**src/rtl/line_raster.sv**
```systemverilog
// Bresenham line rasteriser: accepts one line command, walks it one point per cycle,
// clips off-screen points, applies a dash mask and streams surviving pixels.
module line_raster #(
  parameter int X_W      = 10,
  parameter int Y_W      = 9,
  parameter int COLOUR_W = 3,
  parameter int SCREEN_W = 320,
  parameter int SCREEN_H = 240,
  parameter int PAT_W    = 8
) (
  input  logic                  clk,
  input  logic                  rst_n,
  input  logic                  start_valid,
  output logic                  start_ready,
  input  logic signed [X_W-1:0] x0,
  input  logic signed [X_W-1:0] x1,
  input  logic signed [Y_W-1:0] y0,
  input  logic signed [Y_W-1:0] y1,
  input  logic [COLOUR_W-1:0]   colour,
  input  logic [PAT_W-1:0]      pattern,
  output logic                  pix_valid,
  input  logic                  pix_ready,
  output logic [X_W-2:0]        pix_x,
  output logic [Y_W-2:0]        pix_y,
  output logic [COLOUR_W-1:0]   pix_colour,
  output logic                  busy,
  output logic                  done
);

  localparam int E_W   = ((X_W > Y_W) ? X_W : Y_W) + 2;
  localparam int IDX_W = (PAT_W > 1) ? $clog2(PAT_W) : 1;

  localparam logic signed [E_W-1:0] ScrW = E_W'(SCREEN_W);
  localparam logic signed [E_W-1:0] ScrH = E_W'(SCREEN_H);

  typedef enum logic [1:0] {StIdle, StDraw, StDone} state_e;

  state_e                r_state;
  state_e                w_state_next;
  logic signed [X_W-1:0] r_cx, r_x1;
  logic signed [Y_W-1:0] r_cy, r_y1;
  logic signed [E_W-1:0] r_dx, r_dy, r_err;
  logic                  r_sx_neg, r_sy_neg;
  logic [IDX_W-1:0]      r_idx;
  logic [COLOUR_W-1:0]   r_colour;
  logic [PAT_W-1:0]      r_pattern;

  // Command setup, all in E_W so |x1-x0| and -|y1-y0| cannot overflow.
  logic signed [E_W-1:0] w_x0e, w_x1e, w_y0e, w_y1e;
  logic signed [E_W-1:0] w_ddx, w_ddy, w_dx_abs, w_dy_neg;

  assign w_x0e    = {{(E_W-X_W){x0[X_W-1]}}, x0};
  assign w_x1e    = {{(E_W-X_W){x1[X_W-1]}}, x1};
  assign w_y0e    = {{(E_W-Y_W){y0[Y_W-1]}}, y0};
  assign w_y1e    = {{(E_W-Y_W){y1[Y_W-1]}}, y1};
  assign w_ddx    = w_x1e - w_x0e;
  assign w_ddy    = w_y1e - w_y0e;
  assign w_dx_abs = w_ddx[E_W-1] ? -w_ddx : w_ddx;
  assign w_dy_neg = w_ddy[E_W-1] ? w_ddy : -w_ddy;

  // Per-point evaluation
  logic signed [E_W-1:0] w_cxe, w_cye;
  logic                  w_on_screen, w_emit, w_step, w_at_end;
  logic signed [E_W:0]   w_e2, w_dx_x, w_dy_x;
  logic                  w_mv_x, w_mv_y;
  logic signed [E_W-1:0] w_err_next;

  assign w_cxe       = {{(E_W-X_W){r_cx[X_W-1]}}, r_cx};
  assign w_cye       = {{(E_W-Y_W){r_cy[Y_W-1]}}, r_cy};
  assign w_on_screen = !w_cxe[E_W-1] && (w_cxe < ScrW) && !w_cye[E_W-1] && (w_cye < ScrH);
  assign w_emit      = (r_state == StDraw) && w_on_screen && r_pattern[r_idx];
  assign w_step      = (r_state == StDraw) && (!w_emit || pix_ready);
  assign w_at_end    = (r_cx == r_x1) && (r_cy == r_y1);

  assign w_e2       = {r_err, 1'b0};
  assign w_dx_x     = {r_dx[E_W-1], r_dx};
  assign w_dy_x     = {r_dy[E_W-1], r_dy};
  assign w_mv_x     = (w_e2 >= w_dy_x);
  assign w_mv_y     = (w_e2 <= w_dx_x);
  assign w_err_next = r_err + (w_mv_x ? r_dy : '0) + (w_mv_y ? r_dx : '0);

  always_ff @(posedge clk) begin
    if (!rst_n) r_state <= StIdle;
    else        r_state <= w_state_next;
  end

  always_comb begin
    w_state_next = r_state;
    start_ready  = 1'b0;
    done         = 1'b0;
    unique case (r_state)
      StIdle: begin
        start_ready = 1'b1;
        if (start_valid) w_state_next = StDraw;
      end
      StDraw: begin
        if (w_step && w_at_end) w_state_next = StDone;
      end
      StDone: begin
        done         = 1'b1;
        w_state_next = StIdle;
      end
      default: w_state_next = StIdle;
    endcase
  end

  always_ff @(posedge clk) begin
    if (!rst_n) begin
      r_cx      <= '0;
      r_cy      <= '0;
      r_x1      <= '0;
      r_y1      <= '0;
      r_dx      <= '0;
      r_dy      <= '0;
      r_err     <= '0;
      r_sx_neg  <= 1'b0;
      r_sy_neg  <= 1'b0;
      r_idx     <= '0;
      r_colour  <= '0;
      r_pattern <= '0;
    end else if (r_state == StIdle && start_valid) begin
      r_cx      <= x0;
      r_cy      <= y0;
      r_x1      <= x1;
      r_y1      <= y1;
      r_dx      <= w_dx_abs;
      r_dy      <= w_dy_neg;
      r_err     <= w_dx_abs + w_dy_neg;
      r_sx_neg  <= !(x0 < x1);
      r_sy_neg  <= !(y0 < y1);
      r_idx     <= '0;
      r_colour  <= colour;
      r_pattern <= pattern;
    end else if (w_step && !w_at_end) begin
      r_err <= w_err_next;
      if (w_mv_x) r_cx <= r_sx_neg ? r_cx - X_W'(1) : r_cx + X_W'(1);
      if (w_mv_y) r_cy <= r_sy_neg ? r_cy - Y_W'(1) : r_cy + Y_W'(1);
      r_idx <= (r_idx == IDX_W'(PAT_W - 1)) ? '0 : r_idx + IDX_W'(1);
    end
  end

  assign busy       = (r_state != StIdle);
  assign pix_valid  = w_emit;
  assign pix_x      = r_cx[X_W-2:0];
  assign pix_y      = r_cy[Y_W-2:0];
  assign pix_colour = r_colour;

endmodule
```
**config.mk**
```make
export PLATFORM = sky130hd
export DESIGN_NAME = line_raster
export DESIGN_NICKNAME = d
export VERILOG_FILES = /design/src/rtl/line_raster.sv
export SDC_FILE = /design/constraint.sdc
export NUM_CORES = 1
export LEC_CHECK = 0
export CAP_MARGIN = 5
export CORE_MARGIN = 3
export CORE_UTILIZATION = 53
export CTS_CLUSTER_SIZE = 25
export DETAILED_ROUTE_END_ITERATION = 6
export HOLD_SLACK_MARGIN = 0.05
export PLACE_DENSITY_LB_ADDON = 0.15
export SLEW_MARGIN = 20
export SYNTH_ARGS = -nofsm -noshare
export SYNTH_HDL_FRONTEND = slang
export SYNTH_SLANG_ARGS = --single-unit
```
**constraint.sdc**
```tcl
create_clock -name clk -period 4.8 [get_ports clk]
set_input_delay 0.72 -clock clk [delete_from_list [all_inputs] [get_ports clk]]
set_output_delay 0.72 -clock clk [all_outputs]
set_load 0.02 [all_outputs]
```
==> results.md <==
* Prevailing post-synth register cell: sky130_fd_sc_hd__dfxtp_1
* Post-Syn Nets at 1134
* Floorplan die height at 127 µm
* Buffers added on ports at 76
* Wirelength per Cell at 16.5 µm
* Number of distinct standard cells referenced by the synthesized netlist at 71
* Combined buffer and inverter count along the critical path at 3
* Number of flops mapped to enable cells by yosys at 0
* Pre-CTS setup slack at -0.478 ns
* Overflow left after global routing at 0
* DRT iter0 DRCs at 475
* Reported leakage power at 4.50 nW
* Post-synthesis async set-or-reset flop share at 0
* Syn avg cell area at 7.91 µm²
* Die Footprint at 16100 µm²
* Peak Freq at 214 MHz
* Antenna cells at 0
* Initial core utilization at 0.549
* Horizontal die dimension at 127 µm
* Worst Tran Pin Value at 0.922 ns
* Total Nets Final at 1311
* Via density per instance at 5.69
* Slew Limit Fails at 0
* Minimum period implied by the final worst setup slack at 4.67 ns
* Global-route wire length before repair at 35300 µm
* Clock tree from TritonCTS: built
* Status: complete, no violations
* Critical path's top delay family: compound AO/OA/AOI/OAI gates
* Number of global-route vias before repair at 7207
* Worst min-delay path category: flop to flop
* Slowest cell on the critical path: sky130_fd_sc_hd__or4_4
* Type of destination of the critical path: flop
* Final setup violation count at 0
* Post-detailed-route DRC marker count at 0
* Cells after synthesis at 979
* Total wire length at 22100 µm
* Count of vias placed by the detailed router at 7628
* Smallest setup slack after layout at 0.133 ns
* Clk pin slew, worst setup/hold paths at 0.08 ns
* Core area at 14100 µm²
* Post-route ant nets at 0
* Mapped cell area at 7740 µm²
* Register area share after synthesis at 0.238
* Overall power at 4.04 mW
* Number of buffers added by the clock tree synthesis step at 9
* Worst slew slack as a fraction of its limit at 0.383
* Maxcap violations at 0
* Peak ir drop on the vdd network at 0.000227 V
* Critical Path Max Stage Delay at 0.54 ns
* GRT Resource Usage Total at 0.268
* IO Pins at 77
* HPWL after detailed placement at 17000 µm
* Accumulated negative setup slack at 0 ns
* Share of layout cells above drive strength 1 at 0.195
* Root cell of the clock tree: sky130_fd_sc_hd__clkbuf_16
* Maximum number of pins on one net before global-route repair at 49
* Number of buffers between clock root and the deepest sink at 2
* Critical setup path kind: input port to flop
* Initial antenna violation count at 0
* Hold violation count in the final report at 0
* #FFs+latches synth at 92
* Growth of design area from synthesis to finish at 30.4%
* Max Fanout on Critical Path at 4
* Count of TritonRoute iterations in the first routing pass at 5
* Power density cells at 401 nW/µm²
* Clk_skew at 0.00982 ns
* Critical path, cell by cell: clkdlybuf4s50_1, ha_2, inv_1, fa_2, buf_4, a21o_1, a211oi_2, nor2_1, or4_4, o31ai_4, xnor2_2, ha_4, and3_1, a21oi_1, o21ai_2, o41a_1, or2_2, mux2i_1, a211oi_1
* Placement Rows at 43
* Startpoint type of the worst setup path: input port
* Global placement routability congestion at 0.911
* Portion of the clock cycle consumed by the worst path in the final layout at 0.972
* Worst Path Required at 5.00 ns
* Arrival @ worst endpoint at 4.87 ns
* Total number of H-tree levels at 3
* Insertion delay to the later sink of the worst-skew pair at 0.35 ns
* Yosys warnings at 0
* Clk sinks at 92
Yosys cell counts (all sizes together) (16+ instances only):
cell	instances	area, µm²
nand4	16	100
fa	17	340
xor2	18	158
nor2	81	307
a211oi	20	150
nor3	18	90.1
buf	24	158
a21oi	90	450
o21ai	38	190
a21o	16	120
nand2	125	469
ha	85	1060
clkbuf	26	97.6
xnor2	52	455
dfxtp	92	1840
inv	84	315
state kept, by name (all words and copies together), names as in the netlist:
| signal | cells |
|---|---|
| r_x1 | 10 |
| r_pattern | 8 |
| r_state | 2 |
| pix_colour | 3 |
| r_y1 | 9 |
| r_cy | 9 |
| r_err | 12 |
| r_idx | 3 |
| r_sx_neg | 1 |
| r_sy_neg | 1 |
| r_dx | 12 |
| r_cx | 10 |
| r_dy | 12 |
worst paths after layout:
check,slack [ns],start,cells after the start,end
min reg2reg,0.46,r_pattern[3]$_SDFFE_PN0P_,2,r_pattern[3]$_SDFFE_PN0P_
max,0.13,x0[0],19,r_err[11]$_SDFFE_PN0P_
min,0.46,r_pattern[3]$_SDFFE_PN0P_,2,r_pattern[3]$_SDFFE_PN0P_
max reg2reg,0.23,r_dx[10]$_SDFFE_PN0P_,22,r_err[11]$_SDFFE_PN0P_
layout make-up:
class                           instances  area, µm²
Fill cell                            1152       4000
Clock inverter                          7       76.3
Inverter                               84        315
Tap cell                              180        225
Timing Repair Buffer                  216       1820
Sequential cell                        92       1840
Multi-Input combinational cell        753       5600
Clock buffer                            9        225
layer usage:
layer | wire (µm) | track usage | vias up | share of wire
li1 | - | - | 3791 | -
met4 | 507 | 0.0940 | 0 | 0.023
met2 | 10800 | 0.448 | 186 | 0.49
met5 | 0 | 0 | - | 0
met3 | 754 | 0.0244 | 35 | 0.034
met1 | 10000 | 0.364 | 3616 | 0.45
placed cells by master, fill, tap and decap left out, types with 7 or more instances in the layout:
cell type / netlist / layout
sky130_fd_sc_hd__nor2_1: 80 / 78
sky130_fd_sc_hd__clkbuf_16: 0 / 9
sky130_fd_sc_hd__o211a_1: 13 / 13
sky130_fd_sc_hd__nor3_1: 18 / 18
sky130_fd_sc_hd__dfxtp_1: 92 / 92
sky130_fd_sc_hd__nand2b_1: 10 / 10
sky130_fd_sc_hd__inv_1: 84 / 82
sky130_fd_sc_hd__fa_1: 17 / 15
sky130_fd_sc_hd__ha_1: 85 / 81
sky130_fd_sc_hd__a211oi_1: 20 / 16
sky130_fd_sc_hd__a21oi_1: 90 / 86
sky130_fd_sc_hd__or2_2: 7 / 7
sky130_fd_sc_hd__clkdlybuf4s50_1: 0 / 76
sky130_fd_sc_hd__nand3_1: 11 / 11
sky130_fd_sc_hd__nand2_1: 125 / 123
sky130_fd_sc_hd__xor2_1: 18 / 18
sky130_fd_sc_hd__nor2b_1: 9 / 9
sky130_fd_sc_hd__o21ai_0: 36 / 29
sky130_fd_sc_hd__a22oi_1: 12 / 12
sky130_fd_sc_hd__nand4_1: 16 / 16
sky130_fd_sc_hd__a21o_1: 16 / 16
sky130_fd_sc_hd__xnor2_1: 52 / 46
sky130_fd_sc_hd__o21a_1: 11 / 11
sky130_fd_sc_hd__buf_4: 17 / 139
kinds of logic after synthesis:
group	synth area share
AND/OR/NAND/NOR	0.189
AO/OA/AOI/OAI	0.225
buffers and inverters	0.0737
adder cells (fa/ha/maj)	0.181
flip-flops	0.238
XOR/XNOR	0.0792
multiplexers	0.0136
stage by stage:
stage | cell area [µm²] | std cells | hold WS, ns | utilization
floorplan | 7750 | 979 | 0.432 | -
detailed placement | 9520 | 1323 | 0.445 | 0.675
finish | 10100 | 1341 | 0.457 | 0.716
global route | 10100 | 1341 | 0.478 | 0.716
global placement | 9520 | 1323 | 0.441 | 0.675
CTS | 9840 | 1339 | 0.461 | 0.698
where the power goes:
part,switching [mW],internal [mW],leakage [nW]
logic,1.22,1.15,3.60
registers,0.0919,0.855,0.759
clock network,0.353,0.371,0.149
repair_timing:
| item | 4_1_cts | 5_1_grt |
|---|---|---|
| hold buffers | 0 | 0 |
| gates resized for setup | 5 | 51 |
| pin swaps | 1 | 13 |
| endpoints found under the setup margin | 3 | 7 |
| gates cloned | 0 | 0 |
| buffers inserted | 0 | 2 |
tightest hold or removal path, stage by stage, from the launching register on:
cell	delay, ns
sky130_fd_sc_hd__dfxtp_1	0.31
sky130_fd_sc_hd__nand2_1	0.05
sky130_fd_sc_hd__a21oi_1	0.05
Power figures use the tool's default switching activity.
==> variant 1: new RTL, config.mk and constraints unchanged <==
Encoding of `state_e`: now one-hot (3 bits for 3 states).
--- a/src/rtl/line_raster.sv
+++ b/src/rtl/line_raster.sv
@@ -34,5 +34,5 @@
   localparam logic signed [E_W-1:0] ScrH = E_W'(SCREEN_H);
 
-  typedef enum logic [1:0] {StIdle, StDraw, StDone} state_e;
+  typedef enum logic [2:0] {StIdle = 3'b001, StDraw = 3'b010, StDone = 3'b100} state_e;
 
   state_e                r_state;
Behaviour: same outputs for any inputs over 4 cycles, from zero or initial values and one cycle with rst_n low; so few cycles prove little.
==> variant 1 against the unedited design <==
Sequential cell count is 1 higher. Wire length is 1.4% lower. Largest cell class unchanged. Cell area is 3.8% lower. Setup slack better by 0.079 ns. Total power is 9.4% lower. Critical path type is now flip-flop to flip-flop. Synthesized cell count is 0.82% higher. Maximum frequency is 1.7% higher. Worst hold slack hardly changed. Area after synthesis is 0.63% higher.
==> variant 1: results (changes against the unedited design) <==
Status = finished clean
First-pass GRT wire length = 35.3 mm (about the same)
Post-synthesis mux area share = 0.0175 (+0.00393)
WHS = 0.458 ns (+0.000205 ns)
Fmax = 218 MHz (+1.7%)
Met2 wire len = 10.4 mm (-3.2%)
Wirelength per Cell = 16.7 µm (+1.7%)
Synth cell types = 68 (-4.2%)
Metal-1 WL = 9.99 mm (-0.53%)
Crit start category = flip-flop
Final setup skew = 0.00773 ns (-0.00209 ns)
Inverters = 85 (+1.2%)
HPWL after detailed placement = 17.0 mm (-0.48%)
Maximum VDD drop = 0.197 mV (-13%)
Synth top area cells = dfxtp_1 24%, ha_1 14%, a21oi_1 6.0%
Adder-cell area share of the yosys netlist = 0.180 (-0.00114)
Clkbuf count = 11 (+2)
Multi-In Gates = 758 (+0.66%)
Sequential-to-total area share from yosys stat = 0.239 (+0.00108)
Post-synth top cells = 114 x nand2_1, 93 x a21oi_1, 93 x dfxtp_1, 85 x ha_1, 84 x inv_1
Drt via density = 5.77 (+1.5%)
Share of cells above drive strength 1 = 0.144 (-0.0509)
Met1 Usage GRT = 0.363 (-0.000379)
Buffers excl. clock = 168 (-22%)
XOR/XNOR share of the synthesized area = 0.0787 (-0.000496)
-- variant 1: cells by family (layout without fill, tap and decap cells) --
family                     Yosys count  after routing
and+or+nand+nor                    307            307
AOI/OAI and AO/OA                  268            268
buffers and inverters              136            269
adders and majority gates          102            102
DFF                                 93             93
xor gates and xnor gates            70             70
muxes                               11             11
-- variant 1: where the power goes --
group          internal (mW)  switching [mW]
Clock                  0.472           0.316
Combinational          0.904            1.04
Sequential             0.853          0.0758
Total                   2.23            1.44
-- variant 1: what timing repair did --
item	CTS	global route
endpoints found under the setup margin	2	5
resized for setup	2	40
pin swaps	0	8
hold endpoints to repair	0	0
setup buffers	0	2
-- variant 1: worst reg2reg max path, delay by kind of cell, from the launching register on --
kind / cells / cell delay (ns)
buffers and inverters: 4 / 0.58
AND/OR/NAND/NOR: 6 / 1.39
adder cells (fa/ha/maj): 3 / 1.05
multiplexers: 1 / 0.09
AO/OA/AOI/OAI: 5 / 1.02
flip-flops: 1 / 0.34
==> variant 2: new RTL, same flow settings <==
Made on the original files. The parameter `SCREEN_W` goes from 320 to 160.
--- a/src/rtl/line_raster.sv
+++ b/src/rtl/line_raster.sv
@@ -5,5 +5,5 @@
   parameter int Y_W      = 9,
   parameter int COLOUR_W = 3,
-  parameter int SCREEN_W = 320,
+  parameter int SCREEN_W = 160,
   parameter int SCREEN_H = 240,
   parameter int PAT_W    = 8
Formal check against the unedited RTL: not equivalent (a bounded check fails within 4 cycles, from zero or initial values and one cycle with rst_n low).
==> variant 2 against the unedited design <==
Cell area fell by 3.1%. Sequential cell count did not move. Count of clock-buffer cells in the layout rose by 1. Setup slack improved by 0.072 ns. Total power fell by 3.3%. Die area rose by 0.54%. Combinational power fell by 4%. Area after synthesis rose by 0.57%. Sequential share of layout area rose by 0.58 points. Wire length fell by 2.8%. Critical path type is now flip-flop to flip-flop.
==> variant 2: results (changes against the unedited design) <==
Number of CTS-inserted buffers = 9 (unchanged)
Yosys top cell area share = 0.237 (-0.00134)
Met2 wire len = 10.2 mm (-5.3%)
CTS Buffer Depth = 2 (unchanged)
# nets final = 1,286 (-1.9%)
H-tree depth = 3 (unchanged)
Sequential-to-total area share from yosys stat = 0.237 (-0.00134)
Met3 wire length = 898 µm (+19%)
Met3 Use GR = 0.0301 (+0.00568)
Biggest cell delay along the critical path = 0.43 ns (-0.11 ns)
Syn_nets = 1,138 (+0.35%)
CP arrival = 4.89 ns (+0.02 ns)
Synth Instances = 983 (+0.41%)
Wirelength per Cell = 16.3 µm (-0.96%)
Final setup skew = 0.00920 ns (-0.000621 ns)
Ant diodes = 0 (unchanged)
Synth cell types = 70 (-1.4%)
Met1 Usage GRT = 0.371 (+0.00718)
Maximum VDD drop = 0.247 mV (+9.0%)
P_comb = 2.27 mW (-4%)
Leak = 4.25 nW (-5.6%)
Synth top area cells = dfxtp_1 24%, ha_1 14%, a21oi_1 6.2%
RePlAce Congestion = 0.920 (+0.93%)
FFs w/ async S/R, synth = 0 (unchanged)
Clk_lat worst skew = 0.35 ns (about the same)
Number of port buffers = 76 (unchanged)
Starting DRT DRC Count = 506 (+6.5%)
Routed WL = 21.5 mm (-2.8%)
Largest net degree at the start of global routing = 55 (+12%)
Synth Warn # = 0 (unchanged)
Share of cells above drive strength 1 = 0.151 (-0.0441)
Vias in the first global route = 7,111 (-1.3%)
Crit path max-delay family = simple AND/OR/NAND/NOR gates
Relative slew margins = 0.291 (-0.0924)
Metal-1 WL = 10.0 mm (about the same)
Clk. pwr = 682 µW (-5.8%)
HPWL after detailed placement = 16.5 mm (-3.3%)
Global-route usage over all layers = 0.263 (-0.00552)
1st-pass router iterations = 7 (+2)
Post-synth top cells = 111 x nand2_1, 96 x a21oi_1, 92 x dfxtp_1, 88 x inv_1, 85 x ha_1
HP Class = flip-flop to flip-flop
Met2 Resource Use GR = 0.427 (-0.0205)
Slew Limit Fails = 0 (unchanged)
Maximum fanout along the worst path = 5 (+1)
FF-to-FF setup slack = 0.20 ns (-0.03 ns)
CTS root buf = clkbuf_16
Net Sw Frac = 0.411 (-0.000666)
Initial antenna violation count = 0 (unchanged)
Clk slew on worst S/H paths = 0.07 ns
Via count = 7,526 (-1.3%)
Critical Path Slowest Stage Cell = fa_1
Status = finished clean
Top power group = combinational logic
First-pass GRT wire length = 34.8 mm (-1.4%)
[variant 2: area by class of cell]
class                      instances  area, µm²
multi-input combinational        750       5500
clock buffer                      10        229
inverter                          89        334
sequential                        92       1840
tap                              180        225
fill                            1174       4360
clock inverter                     6       47.5
timing repair buffer             189       1610
[variant 2: kinds of logic after synthesis]
| logic type | Yosys count | share of synthesized area |
|---|---|---|
| flops | 92 | 0.237 |
| buf+inv | 141 | 0.0767 |
| mux | 10 | 0.0161 |
| compound gates | 267 | 0.224 |
| fa+ha+maj | 102 | 0.180 |
| simple gates | 301 | 0.186 |
| xor+xnor | 70 | 0.0805 |
[variant 2: timing repair]
action	CTS	global route
endpoints found under the setup margin	2	6
buffers inserted	0	6
hold endpoints to repair	0	0
resized for setup	4	38
pin swaps	1	20
[variant 2: worst paths after layout]
kind / from / endpoint / cells after the start
max: r_dx[11]$_SDFFE_PN0P_ / r_err[11]$_SDFFE_PN0P_ / 19
min: r_dx[10]$_SDFFE_PN0P_ / r_dx[10]$_SDFFE_PN0P_ / 2
max reg2reg: r_dx[11]$_SDFFE_PN0P_ / r_err[11]$_SDFFE_PN0P_ / 19
min reg2reg: r_dx[10]$_SDFFE_PN0P_ / r_dx[10]$_SDFFE_PN0P_ / 2
[variant 2: through the flow]
stage | hold slack (ns) | setup TNS, ns | total power [mW] | area, µm² | worst slack, ns
5_1_grt | 0.485 | -0.0700 | 4.21 | 9790 | -0.0700
6_report | 0.458 | 0 | 3.91 | 9790 | 0.205
2_1_floorplan | 0.432 | 0 | 2.34 | 7790 | 0.0898
4_1_cts | 0.457 | 0 | 3.79 | 9610 | 0.00152
3_5_place_dp | 0.447 | -0.881 | 3.08 | 9320 | -0.326
3_3_place_gp | 0.440 | -0.426 | 3.05 | 9320 | -0.223
